===== config.mk =====
export PLATFORM = sky130hd
export DESIGN_NAME = eye_proj_seq_flat
export DESIGN_NICKNAME = d
export VERILOG_FILES = /design/src/rtl/eye_proj_seq_if.sv /design/src/rtl/eye_proj_seq.sv /design/src/flat_wrapper.sv
export SDC_FILE = /design/constraint.sdc
export NUM_CORES = 1
export LEC_CHECK = 0
export ABC_AREA = 0
export CAP_MARGIN = 40
export CORE_ASPECT_RATIO = 1.5
export CORE_MARGIN = 2
export CORE_UTILIZATION = 40
export DETAILED_ROUTE_END_ITERATION = 6
export DONT_BUFFER_PORTS = 1
export PLACE_DENSITY_LB_ADDON = 0.05
export SYNTH_ARGS = -nofsm -noshare
export SYNTH_HDL_FRONTEND = slang
export SYNTH_SLANG_ARGS = --single-unit

===== constraint.sdc =====
create_clock -name clk -period 3.8 [get_ports clk]
set_input_delay 0.76 -clock clk [delete_from_list [all_inputs] [get_ports clk]]
set_output_delay 0.76 -clock clk [all_outputs]
set_load 0.01 [all_outputs]

===== src/rtl/eye_proj_seq_if.sv =====
// -----------------------------------------------------------------------------
// eye_proj_seq_if
// Signal bundle between the eye-locator frame sequencer and its surroundings.
//   slave  : sequencer side (eye_proj_seq)
//   master : environment side (pixel source, peak engine, result consumer)
// Signals:
//   enable, per_frame_vsync, per_frame_clken   frame control / pixel timing
//   x_cnt, y_cnt                               current pixel position
//   clr_phase, pk1_search, pk2_search          row strobes to the projection engine
//   pk1_x/sum/cnt, pk2_x/sum/cnt               peak data from the engine
//   res_valid/res_ready, res_x1/x2, res_y1/y2  result handshake and payload
//   busy, overrun_cnt                          status
// -----------------------------------------------------------------------------
interface eye_proj_seq_if #(
    parameter int SUM_W = 16,
    parameter int CNT_W = 10
);
    logic             enable;
    logic             per_frame_vsync;
    logic             per_frame_clken;
    logic [10:0]      x_cnt;
    logic [10:0]      y_cnt;
    logic             clr_phase;
    logic             pk1_search;
    logic             pk2_search;
    logic [10:0]      pk1_x;
    logic [10:0]      pk2_x;
    logic [SUM_W-1:0] pk1_sum;
    logic [SUM_W-1:0] pk2_sum;
    logic [CNT_W-1:0] pk1_cnt;
    logic [CNT_W-1:0] pk2_cnt;
    logic             res_valid;
    logic             res_ready;
    logic [10:0]      res_x1;
    logic [10:0]      res_x2;
    logic [SUM_W-1:0] res_y1;
    logic [SUM_W-1:0] res_y2;
    logic             busy;
    logic [7:0]       overrun_cnt;

    modport slave (
        input  enable, per_frame_vsync, per_frame_clken,
        input  pk1_x, pk2_x, pk1_sum, pk2_sum, pk1_cnt, pk2_cnt, res_ready,
        output x_cnt, y_cnt, clr_phase, pk1_search, pk2_search,
        output res_valid, res_x1, res_x2, res_y1, res_y2, busy, overrun_cnt
    );

    modport master (
        output enable, per_frame_vsync, per_frame_clken,
        output pk1_x, pk2_x, pk1_sum, pk2_sum, pk1_cnt, pk2_cnt, res_ready,
        input  x_cnt, y_cnt, clr_phase, pk1_search, pk2_search,
        input  res_valid, res_x1, res_x2, res_y1, res_y2, busy, overrun_cnt
    );
endinterface


===== src/rtl/eye_proj_seq.sv =====
// -----------------------------------------------------------------------------
// eye_proj_seq
// Frame-level sequencer for the column-projection eye locator. Tracks pixel
// position, strobes the RAM-clear and peak-search rows, snapshots both peaks at
// frame end and divides sum/cnt for each peak on one shared restoring divider.
// Ports:
//   clk    clock
//   rst_n  synchronous active-low reset
//   bus    eye_proj_seq_if.slave (see interface header for the signal list)
// Build option:
//   EYE_PROJ_OVERRUN_CNT_EN  when defined, overrun_cnt counts dropped frames
//                            (saturating at 255); otherwise it is tied to 0.
// -----------------------------------------------------------------------------
module eye_proj_seq #(
    parameter int IMG_HDISP = 1280,
    parameter int IMG_VDISP = 720,
    parameter int SUM_W     = 16,
    parameter int CNT_W     = 10
) (
    input  logic           clk,
    input  logic           rst_n,
    eye_proj_seq_if.slave  bus
);

    localparam int          BIT_W  = $clog2(SUM_W);
    localparam logic [10:0] X_LAST = 11'(IMG_HDISP - 1);
    localparam logic [10:0] Y_LAST = 11'(IMG_VDISP - 1);
    localparam logic [10:0] Y_PK1  = 11'(IMG_VDISP - 2);
    localparam logic [BIT_W-1:0] BIT_LAST = BIT_W'(SUM_W - 1);

    typedef enum logic [2:0] {
        StIdle, StWaitVs, StAccum, StCapture, StDiv1, StDiv2, StHold
    } state_t;

    state_t           r_state;
    logic             r_vsync;
    logic [10:0]      r_x;
    logic [10:0]      r_y;
    logic             r_busy;
    logic             r_valid;
    logic [10:0]      r_x1;
    logic [10:0]      r_x2;
    logic [SUM_W-1:0] r_y1;
    logic [SUM_W-1:0] r_y2;
    // Divider: r_quo starts as the dividend and shifts into the quotient.
    logic [SUM_W-1:0] r_quo;
    logic [SUM_W-1:0] r_rem;
    logic [SUM_W-1:0] r_dvs;
    logic [SUM_W-1:0] r_sum2;
    logic [CNT_W-1:0] r_cnt2;
    logic [BIT_W-1:0] r_bit;

    logic             w_vs_rise;
    logic             w_vs_fall;
    logic             w_acc_pix;
    logic [SUM_W:0]   w_shift;
    logic [SUM_W:0]   w_diff;
    logic             w_ge;
    logic [SUM_W-1:0] w_rem_nxt;
    logic [SUM_W-1:0] w_quo_nxt;
    logic [SUM_W-1:0] w_quo_res;

    assign w_vs_rise = bus.per_frame_vsync & ~r_vsync;
    assign w_vs_fall = ~bus.per_frame_vsync & r_vsync;

    // Remainder stays below the divisor, so the top bit of the difference is a
    // clean borrow flag.
    assign w_shift   = {r_rem, r_quo[SUM_W-1]};
    assign w_diff    = w_shift - {1'b0, r_dvs};
    assign w_ge      = ~w_diff[SUM_W];
    assign w_rem_nxt = w_ge ? w_diff[SUM_W-1:0] : w_shift[SUM_W-1:0];
    assign w_quo_nxt = {r_quo[SUM_W-2:0], w_ge};
    // Zero divisor would otherwise give all ones.
    assign w_quo_res = (r_dvs == '0) ? '0 : w_quo_nxt;

    always_ff @(posedge clk) begin
        if (!rst_n) begin
            r_state <= StIdle;
            r_vsync <= 1'b0;
            r_x     <= '0;
            r_y     <= '0;
            r_busy  <= 1'b0;
            r_valid <= 1'b0;
            r_x1    <= '0;
            r_x2    <= '0;
            r_y1    <= '0;
            r_y2    <= '0;
            r_quo   <= '0;
            r_rem   <= '0;
            r_dvs   <= '0;
            r_sum2  <= '0;
            r_cnt2  <= '0;
            r_bit   <= '0;
        end else begin
            r_vsync <= bus.per_frame_vsync;
            unique case (r_state)
                StIdle: begin
                    if (bus.enable) begin
                        r_state <= StWaitVs;
                        r_busy  <= 1'b1;
                    end
                end
                StWaitVs: begin
                    if (!bus.enable) begin
                        r_state <= StIdle;
                        r_busy  <= 1'b0;
                    end else if (w_vs_rise) begin
                        r_state <= StAccum;
                        r_x     <= '0;
                        r_y     <= '0;
                    end
                end
                StAccum: begin
                    if (bus.per_frame_clken) begin
                        if (r_x == X_LAST) begin
                            r_x <= '0;
                            if (r_y != Y_LAST) r_y <= r_y + 11'd1;
                        end else begin
                            r_x <= r_x + 11'd1;
                        end
                    end
                    if (w_vs_fall) r_state <= StCapture;
                end
                StCapture: begin
                    r_x1    <= bus.pk1_x;
                    r_x2    <= bus.pk2_x;
                    r_quo   <= bus.pk1_sum;
                    r_dvs   <= SUM_W'(bus.pk1_cnt);
                    r_sum2  <= bus.pk2_sum;
                    r_cnt2  <= bus.pk2_cnt;
                    r_rem   <= '0;
                    r_bit   <= '0;
                    r_state <= StDiv1;
                end
                StDiv1: begin
                    r_bit <= r_bit + 1'b1;
                    if (r_bit == BIT_LAST) begin
                        // Peak 1 done; reload the divider for peak 2.
                        r_y1    <= w_quo_res;
                        r_quo   <= r_sum2;
                        r_dvs   <= SUM_W'(r_cnt2);
                        r_rem   <= '0;
                        r_bit   <= '0;
                        r_state <= StDiv2;
                    end else begin
                        r_quo <= w_quo_nxt;
                        r_rem <= w_rem_nxt;
                    end
                end
                StDiv2: begin
                    r_bit <= r_bit + 1'b1;
                    if (r_bit == BIT_LAST) begin
                        r_y2    <= w_quo_res;
                        r_bit   <= '0;
                        r_valid <= 1'b1;
                        r_state <= StHold;
                    end else begin
                        r_quo <= w_quo_nxt;
                        r_rem <= w_rem_nxt;
                    end
                end
                StHold: begin
                    if (bus.res_ready) begin
                        r_valid <= 1'b0;
                        if (bus.enable) begin
                            r_state <= StWaitVs;
                        end else begin
                            r_state <= StIdle;
                            r_busy  <= 1'b0;
                        end
                    end
                end
                default: begin
                    r_state <= StIdle;
                    r_busy  <= 1'b0;
                end
            endcase
        end
    end

`ifdef EYE_PROJ_OVERRUN_CNT_EN
    logic       w_drop;
    logic [7:0] r_ovr;

    // A frame that starts while a result is still in flight is lost.
    assign w_drop = w_vs_rise & ((r_state == StCapture) | (r_state == StDiv1) |
                                 (r_state == StDiv2) | (r_state == StHold));

    always_ff @(posedge clk) begin
        if (!rst_n) begin
            r_ovr <= '0;
        end else if (w_drop && (r_ovr != 8'hFF)) begin
            r_ovr <= r_ovr + 8'd1;
        end
    end

    assign bus.overrun_cnt = r_ovr;
`else
    assign bus.overrun_cnt = '0;
`endif

    assign w_acc_pix      = (r_state == StAccum) & bus.per_frame_clken;
    assign bus.clr_phase  = w_acc_pix & (r_y == 11'd0);
    assign bus.pk1_search = w_acc_pix & (r_y == Y_PK1);
    assign bus.pk2_search = w_acc_pix & (r_y == Y_LAST);

    assign bus.x_cnt     = r_x;
    assign bus.y_cnt     = r_y;
    assign bus.busy      = r_busy;
    assign bus.res_valid = r_valid;
    assign bus.res_x1    = r_x1;
    assign bus.res_x2    = r_x2;
    assign bus.res_y1    = r_y1;
    assign bus.res_y2    = r_y2;

endmodule


===== src/flat_wrapper.sv =====
// flat-port wrapper written by rule: the top's interface ports become plain ports
module eye_proj_seq_flat 
#(
    parameter int IMG_HDISP = 1280,
    parameter int IMG_VDISP = 720,
    parameter int SUM_W     = 16,
    parameter int CNT_W     = 10
)
  (clk, rst_n, bus_enable, bus_per_frame_vsync, bus_per_frame_clken, bus_pk1_x, bus_pk2_x, bus_pk1_sum, bus_pk2_sum, bus_pk1_cnt, bus_pk2_cnt, bus_res_ready, bus_x_cnt, bus_y_cnt, bus_clr_phase, bus_pk1_search, bus_pk2_search, bus_res_valid, bus_res_x1, bus_res_x2, bus_res_y1, bus_res_y2, bus_busy, bus_overrun_cnt);
  eye_proj_seq_if #(.SUM_W(SUM_W), .CNT_W(CNT_W)) bus_i ();
  input  logic clk;
  input  logic rst_n;
  input wire logic [$bits(bus_i.enable)-1:0] bus_enable;
  input wire logic [$bits(bus_i.per_frame_vsync)-1:0] bus_per_frame_vsync;
  input wire logic [$bits(bus_i.per_frame_clken)-1:0] bus_per_frame_clken;
  input wire logic [$bits(bus_i.pk1_x)-1:0] bus_pk1_x;
  input wire logic [$bits(bus_i.pk2_x)-1:0] bus_pk2_x;
  input wire logic [$bits(bus_i.pk1_sum)-1:0] bus_pk1_sum;
  input wire logic [$bits(bus_i.pk2_sum)-1:0] bus_pk2_sum;
  input wire logic [$bits(bus_i.pk1_cnt)-1:0] bus_pk1_cnt;
  input wire logic [$bits(bus_i.pk2_cnt)-1:0] bus_pk2_cnt;
  input wire logic [$bits(bus_i.res_ready)-1:0] bus_res_ready;
  output wire logic [$bits(bus_i.x_cnt)-1:0] bus_x_cnt;
  output wire logic [$bits(bus_i.y_cnt)-1:0] bus_y_cnt;
  output wire logic [$bits(bus_i.clr_phase)-1:0] bus_clr_phase;
  output wire logic [$bits(bus_i.pk1_search)-1:0] bus_pk1_search;
  output wire logic [$bits(bus_i.pk2_search)-1:0] bus_pk2_search;
  output wire logic [$bits(bus_i.res_valid)-1:0] bus_res_valid;
  output wire logic [$bits(bus_i.res_x1)-1:0] bus_res_x1;
  output wire logic [$bits(bus_i.res_x2)-1:0] bus_res_x2;
  output wire logic [$bits(bus_i.res_y1)-1:0] bus_res_y1;
  output wire logic [$bits(bus_i.res_y2)-1:0] bus_res_y2;
  output wire logic [$bits(bus_i.busy)-1:0] bus_busy;
  output wire logic [$bits(bus_i.overrun_cnt)-1:0] bus_overrun_cnt;
  assign bus_i.enable = bus_enable;
  assign bus_i.per_frame_vsync = bus_per_frame_vsync;
  assign bus_i.per_frame_clken = bus_per_frame_clken;
  assign bus_i.pk1_x = bus_pk1_x;
  assign bus_i.pk2_x = bus_pk2_x;
  assign bus_i.pk1_sum = bus_pk1_sum;
  assign bus_i.pk2_sum = bus_pk2_sum;
  assign bus_i.pk1_cnt = bus_pk1_cnt;
  assign bus_i.pk2_cnt = bus_pk2_cnt;
  assign bus_i.res_ready = bus_res_ready;
  assign bus_x_cnt = bus_i.x_cnt;
  assign bus_y_cnt = bus_i.y_cnt;
  assign bus_clr_phase = bus_i.clr_phase;
  assign bus_pk1_search = bus_i.pk1_search;
  assign bus_pk2_search = bus_i.pk2_search;
  assign bus_res_valid = bus_i.res_valid;
  assign bus_res_x1 = bus_i.res_x1;
  assign bus_res_x2 = bus_i.res_x2;
  assign bus_res_y1 = bus_i.res_y1;
  assign bus_res_y2 = bus_i.res_y2;
  assign bus_busy = bus_i.busy;
  assign bus_overrun_cnt = bus_i.overrun_cnt;
  eye_proj_seq #(.IMG_HDISP(IMG_HDISP), .IMG_VDISP(IMG_VDISP), .SUM_W(SUM_W), .CNT_W(CNT_W)) u_core (.clk(clk), .rst_n(rst_n), .bus(bus_i));
endmodule

# Word level (Yosys, flattened, before mapping)
# Cells that the tools add are included.
# word_totals
out_inout_bits	89
wordCells	109
ff_bits	160
inputBits	80
# op_classes
addsub	4
muxes	37
bitwise_logic	10
n_reduce_logical	19
n_eq_ne	23
# op_table
operator	n
2-to-1 mux 16 bit	7
one-hot mux 16 bit (3 select lines)	2
2-to-1 mux 11 bit	7
one-hot mux 11 bit (2 select lines)	2
one-hot mux 16 bit (2 select lines)	1
adder 11 x 1 -> 11 bit (second input constant)	2
== test 11 x 10 -> 1 bit (second input constant)	2
2-to-1 mux 3 bit	7
one-hot mux 3 bit (7 select lines)	1
subtractor 17 x 16 -> 17 bit	1
zero test 16 bit	1
inequality test 2 x 1 -> 1 bit (second input constant)	6
AND reduction 6 bit	2
== test 11 bit (second input constant)	1
zero test 11 bit	1
inequality test 11 x 10 -> 1 bit (second input constant)	1
inequality test 2 bit (second input constant)	5
== test 3 bit (second input constant)	3
one-hot mux 4 bit (2 select lines)	1
AND reduction 2 bit	4
nonzero test 2 bit	4
bitwise AND 1 bit	6
== test 3 x 2 -> 1 bit (second input constant)	2
2-to-1 mux 1 bit	6
14 further kinds	18

# Longest topological paths before layout
# logic_depth
depth_word	5
mapped_depth	11
mapped_depth_nobuf	10

# Worst setup path before layout
# Ideal clock, no wire load.
# synth_timing
path_kind	reg2reg
start	register u_core.r_quo[15]
end	register u_core.r_rem[9]
t_arrival_ns	2.561
setup_time_ns	0.120
required_ns	3.680
n_path_buf	1
path_stages_with_launch	12
setup_slack_ns	1.118
period_less_slack_ns	2.682
cell_sequence	dfxtp_1 > inv_1 > ha_1 > fa_1 > nand2b_1 > a21o_1 > a21oi_1 > nor2_1 > xnor2_1 > buf_2 > nor2_1 > a211o_2
# synth_via
elab_chain_cells	4
elab_cells_between_ends	5
cone_classes	add/sub: 1; mux: 4
# synth_rtl
element	line	rtl
from (decl)	eye_proj_seq.sv:46	logic [SUM_W-1:0] r_quo;
from (signal assigned)	eye_proj_seq.sv:127	r_quo <= bus.pk1_sum;
from (signal assigned)	eye_proj_seq.sv:140	r_quo <= r_sum2;
from (signal assigned)	eye_proj_seq.sv:146	r_quo <= w_quo_nxt;
subtractor 17 x 16 -> 17 bit (*)	eye_proj_seq.sv:69	assign w_diff = w_shift - {1'b0, r_dvs};
2-to-1 mux 16 bit (*)	eye_proj_seq.sv:71	assign w_rem_nxt = w_ge ? w_diff[SUM_W-1:0] : w_shift[SUM_W-1:0];
2-to-1 mux 16 bit, on equally long branches	eye_proj_seq.sv:152, eye_proj_seq.sv:137	
one-hot mux 16 bit (3 select lines) (*)	eye_proj_seq.sv:96	unique case (r_state)
to (signal assigned)	eye_proj_seq.sv:147	r_rem <= w_rem_nxt;
to (signal assigned)	eye_proj_seq.sv:159	r_rem <= w_rem_nxt;
to (decl)	eye_proj_seq.sv:47	logic [SUM_W-1:0] r_rem;
# Every way passes the cells marked *; elsewhere a longest branch is shown, timed or not. The select of a mux whose other input is x is not followed.
# A chain may end at the register's enable or synchronous reset.

# Worst setup path in the final report
# layout_timing
start	register u_core.r_state[1]
end	output bus_clr_phase
# layout_via
elab_chain_cells	3
# layout_rtl
element	line	rtl
from (decl)	eye_proj_seq.sv:35	state_t r_state;
from (signal assigned)	eye_proj_seq.sv:78	r_state <= StIdle;
from (signal assigned)	eye_proj_seq.sv:99	r_state <= StWaitVs;
from (signal assigned)	eye_proj_seq.sv:105	r_state <= StIdle;
== test 3 x 2 -> 1 bit	eye_proj_seq.sv:202	assign w_acc_pix = (r_state == StAccum) & bus.per_frame_clken;
bitwise AND 1 bit	eye_proj_seq.sv:202	
bitwise AND 1 bit	eye_proj_seq.sv:203	assign bus.clr_phase = w_acc_pix & (r_y == 11'd0);
to (decl)	flat_wrapper.sv:25	output wire logic [$bits(bus_i.clr_phase)-1:0] bus_clr_phase;
# Every way passes these cells.

==> results.json <==
{
  "status": "finished clean",
  "layout-drive-gt1-share": 0.0660,
  "synth_edf_count": 0,
  "worstPathArrival_ns": 2.22,
  "worst_hold_slack_ns": 0.465,
  "cts_max_level": 4,
  "start_kind": "flop",
  "p_leak_nw": 2.89,
  "final_util": 0.447,
  "met3_usage": 0.0613,
  "gr-usage-all-layers": 0.199,
  "synth_area_leaders": "dfxtp_1 (42%), nand2_1 (11%), a21boi_0 (8.7%)",
  "grt_pass1_vias": 5864,
  "cts_tree": "yes",
  "num_vias": 5960,
  "cts_setup_buffers": 0,
  "path_class": "reg -> out",
  "clock_sinks": 154,
  "p_comb_frac": 0.109,
  "io_buffers": 0,
  "cts_hold_buf": 0,
  "max_cap_viol_count": 0,
  "power.total_w": 0.00375,
  "ys.flop_type": "dfxtp_1",
  "required_ns": 3.04,
  "finalMaxSlewViolations": 0,
  "rows": 60,
  "crit_chain": "nor3b_2 > nand3_1 > nor4bb_1",
  "top_usage_layer": "met2",
  "antenna_found_initial": 1,
  "drt_iter0_drc": 296,
  "yosys_warnings": 0,
  "crit_fanout": 16,
  "synth_top_area_cell": "dfxtp_1",
  "r2r_slack_ns": 1.03,
  "area.growth.synth_to_final_pct": 9.45,
  "cts.path.max_buffers": 2,
  "die_area_sq_um": 19500,
  "nets": 977,
  "die_x_um": 115,
  "peakVddDrop_mv": 0.238,
  "whs_endpoint": "u_core.r_vsync",
  "initial_core_util": 0.409,
  "netlist_area_sq_um": 7330,
  "synth_cell_type_count": 56,
  "rsz0062_at_grt": "false",
  "drc": 0,
  "postCtsResizedCells": 0,
  "clockRootBuffer": "clkbuf_16",
  "worst_slew_pin_slew_ns": 0.745,
  "synth_area_per_cell_sq_um": 8.07,
  "power.density_nw_per_um2": 468,
  "ys_async_sr_fraction": 0,
  "fp.coreArea_sq_um": 17900,
  "grt_use_met1": 0.217,
  "grt_first_pass_wirelength_um": 30300,
  "swShare": 0.267,
  "reg2reg_depth": 7,
  "worstReg2RegStart": "u_core.r_state[1]",
  "wirelength_um": 18900,
  "worst_setup_path_end_kind": "primary output",
  "worstHoldPathType": "in -> reg",
  "gp_congestion": 0.770,
  "syn_inst": 909,
  "antenna_cells": 0,
  "firstDrtPassIters": 5,
  "seq_area_frac_synth": 0.420,
  "r2r_end": "u_core.bus.y_cnt[3]",
  "dp_hpwl_um": 13500,
  "overflow": 0,
  "p_sw_w": 0.00100,
  "max_freq_ghz": 0.335,
  "p_int_w": 0.00275,
  "die_h_um": 170,
  "boundaryPins": 169,
  "min_delay_path_depth": 1,
  "min_from": "bus_per_frame_vsync",
  "numCtsBuffers": 17,
  "use_met2": 0.362,
  "grt_start_max_net_pins": 125,
  "pwr-share-seq": 0.449,
  "insertion_delay_ns": 0.42,
  "synth-seq-cells": 154,
  "wl_per_cell_um": 17.0,
  "ant_nets": 0,
  "hold_viol": 0,
  "synth_top_area_frac": 0.420,
  "setup_viol": 0,
  "max_stage_delay_ns": 0.61,
  "fin_worst_skew_ns": 0.00984,
  "post-route-period-util": 0.785,
  "fin_crit_ns": 2.98,
  "cts.reportedPaths.clkPinSlew_ns": 0.07,
  "finalSetupTns_ns": 0,
  "slowest_stage": "dfxtp_1",
  "slew_headroom": 0.502,
  "via_per_inst": 5.36,
  "pwr-share-clk": 0.442
}
==> layer usage <==
layer,share of wire,wire [um],up-vias
met2,0.53,10000,135
met1,0.39,7370,2767
met4,0.017,330,2
met5,0.00069,13,-
li1,-,-,3035
met3,0.061,1160,21
==> cell usage after synthesis (3+ instances only) <==
cell      count
clkbuf_1     53
a21o_1        6
and3_1        5
mux2i_1      15
nor3_1        7
xor2_1       13
o21ai_0      37
nor2_1       54
o211a_1      11
inv_1        16
a311oi_1     15
a21boi_0     85
o21a_1        3
xnor2_1      14
a211oi_1      3
or3_1         3
a31oi_1       3
nand2b_1      6
buf_1         4
nand4_1       6
ha_1         15
nor4_1        4
nor2b_1      25
nand3_1      61
dfxtp_1     154
a21oi_1      26
and2_1       11
buf_4         8
nand2_1     212
==> state kept, by name (all words and copies together) (netlist names) <==
register	flops
u_core.bus.busy	1
u_core.r_cnt2	10
u_core.r_vsync	1
u_core.r_dvs	10
u_core.bus.res_x1	11
u_core.r_rem	16
u_core.r_state	3
u_core.r_sum2	16
u_core.bus.res_x2	11
u_core.bus.res_y2	16
u_core.bus.res_valid	1
u_core.bus.res_y1	16
u_core.bus.x_cnt	11
u_core.r_quo	16
u_core.bus.y_cnt	11
u_core.r_bit	4
==> worst max-delay path, delay by kind of cell, from the launching register on <==
kind,cells,cell delay (ns)
DFF,1,0.61
and+or+nand+nor,3,1.21
==> cell families (layout without fill, tap and decap cells) <==
family	count (synthesis)	after routing	share of synthesized area
simple gates	407	407	0.252
buf+inv	82	60	0.0462
flops	154	154	0.420
other cells	1	8	0.000511
mux	15	15	0.0205
xor+xnor	27	27	0.0323
fa+ha+maj	16	16	0.0283
compound gates	207	207	0.200
==> power groups by stage <==
stage | logic (W) | registers [W] | clock network [W]
5_1_grt | 0.000460 | 0.00169 | 0.00177
3_5_place_dp | 0.000409 | 0.00172 | 0
4_1_cts | 0.000412 | 0.00169 | 0.00171
2_1_floorplan | 0.000356 | 0.00170 | 0
3_3_place_gp | 0.000403 | 0.00172 | 0
6_report | 0.000409 | 0.00169 | 0.00166
==> final cells by class <==
cell class	count	area, sq um
Sequential cell	154	3080
Clock buffer	18	439
Inverter	16	60.1
Fill cell	1894	9920
Multi-Input combinational cell	680	3950
Tap cell	217	272
Clock inverter	14	135
Timing Repair Buffer	12	90.1
==> metrics by stage <==
step / area (sq um) / setup slack [ns] / std cells
2_1_floorplan: 7360 / 1.12 / 916
3_3_place_gp: 7450 / 1.15 / 1079
3_5_place_dp: 7450 / 1.05 / 1079
4_1_cts: 8030 / 0.777 / 1111
5_1_grt: 8030 / 0.629 / 1111
6_report: 8030 / 0.818 / 1111
==> worst max path at each step <==
stage | start | to | slack [ns] | cells past startpoint
after CTS | u_core.r_state[1] | bus_clr_phase | 0.78 | 3
after global routing | u_core.r_state[1] | bus_clr_phase | 0.63 | 3
after detailed placement | u_core.r_state[1] | u_core.bus.y_cnt[3] | 1.05 | 7
final | u_core.r_state[1] | bus_clr_phase | 0.82 | 3
after global placement | u_core.r_state[1] | u_core.bus.y_cnt[3] | 1.15 | 7
after floorplan | u_core.r_quo[15] | u_core.r_rem[9] | 1.12 | 11
==> layout by cell type, fill, tap and decap left out, drive strengths merged, types with 3 or more instances in the layout <==
| cell | Yosys | routed |
|---|---|---|
| clkbuf | 53 | 18 |
| conb | 1 | 8 |
| inv | 16 | 22 |
| and2 | 11 | 11 |
| xor2 | 13 | 13 |
| and3 | 5 | 5 |
| xnor2 | 14 | 14 |
| o211a | 11 | 11 |
| dfxtp | 154 | 154 |
| a311oi | 15 | 15 |
| a31oi | 3 | 3 |
| a211oi | 3 | 3 |
| nand2b | 6 | 6 |
| nor2 | 54 | 54 |
| ha | 15 | 15 |
| mux2i | 15 | 15 |
| or3 | 3 | 3 |
| nor4 | 4 | 4 |
| a21oi | 27 | 27 |
| nand3 | 62 | 62 |
| nor2b | 25 | 25 |
| o21ai | 38 | 38 |
| a21o | 6 | 6 |
| clkinvlp | 0 | 3 |
| nand4 | 6 | 6 |
| nand2 | 212 | 212 |
| nor3 | 8 | 8 |
| buf | 13 | 12 |
| o21a | 3 | 3 |
| clkinv | 0 | 4 |
| a21boi | 85 | 85 |
Note: power is estimated with default switching activity, not from simulation.
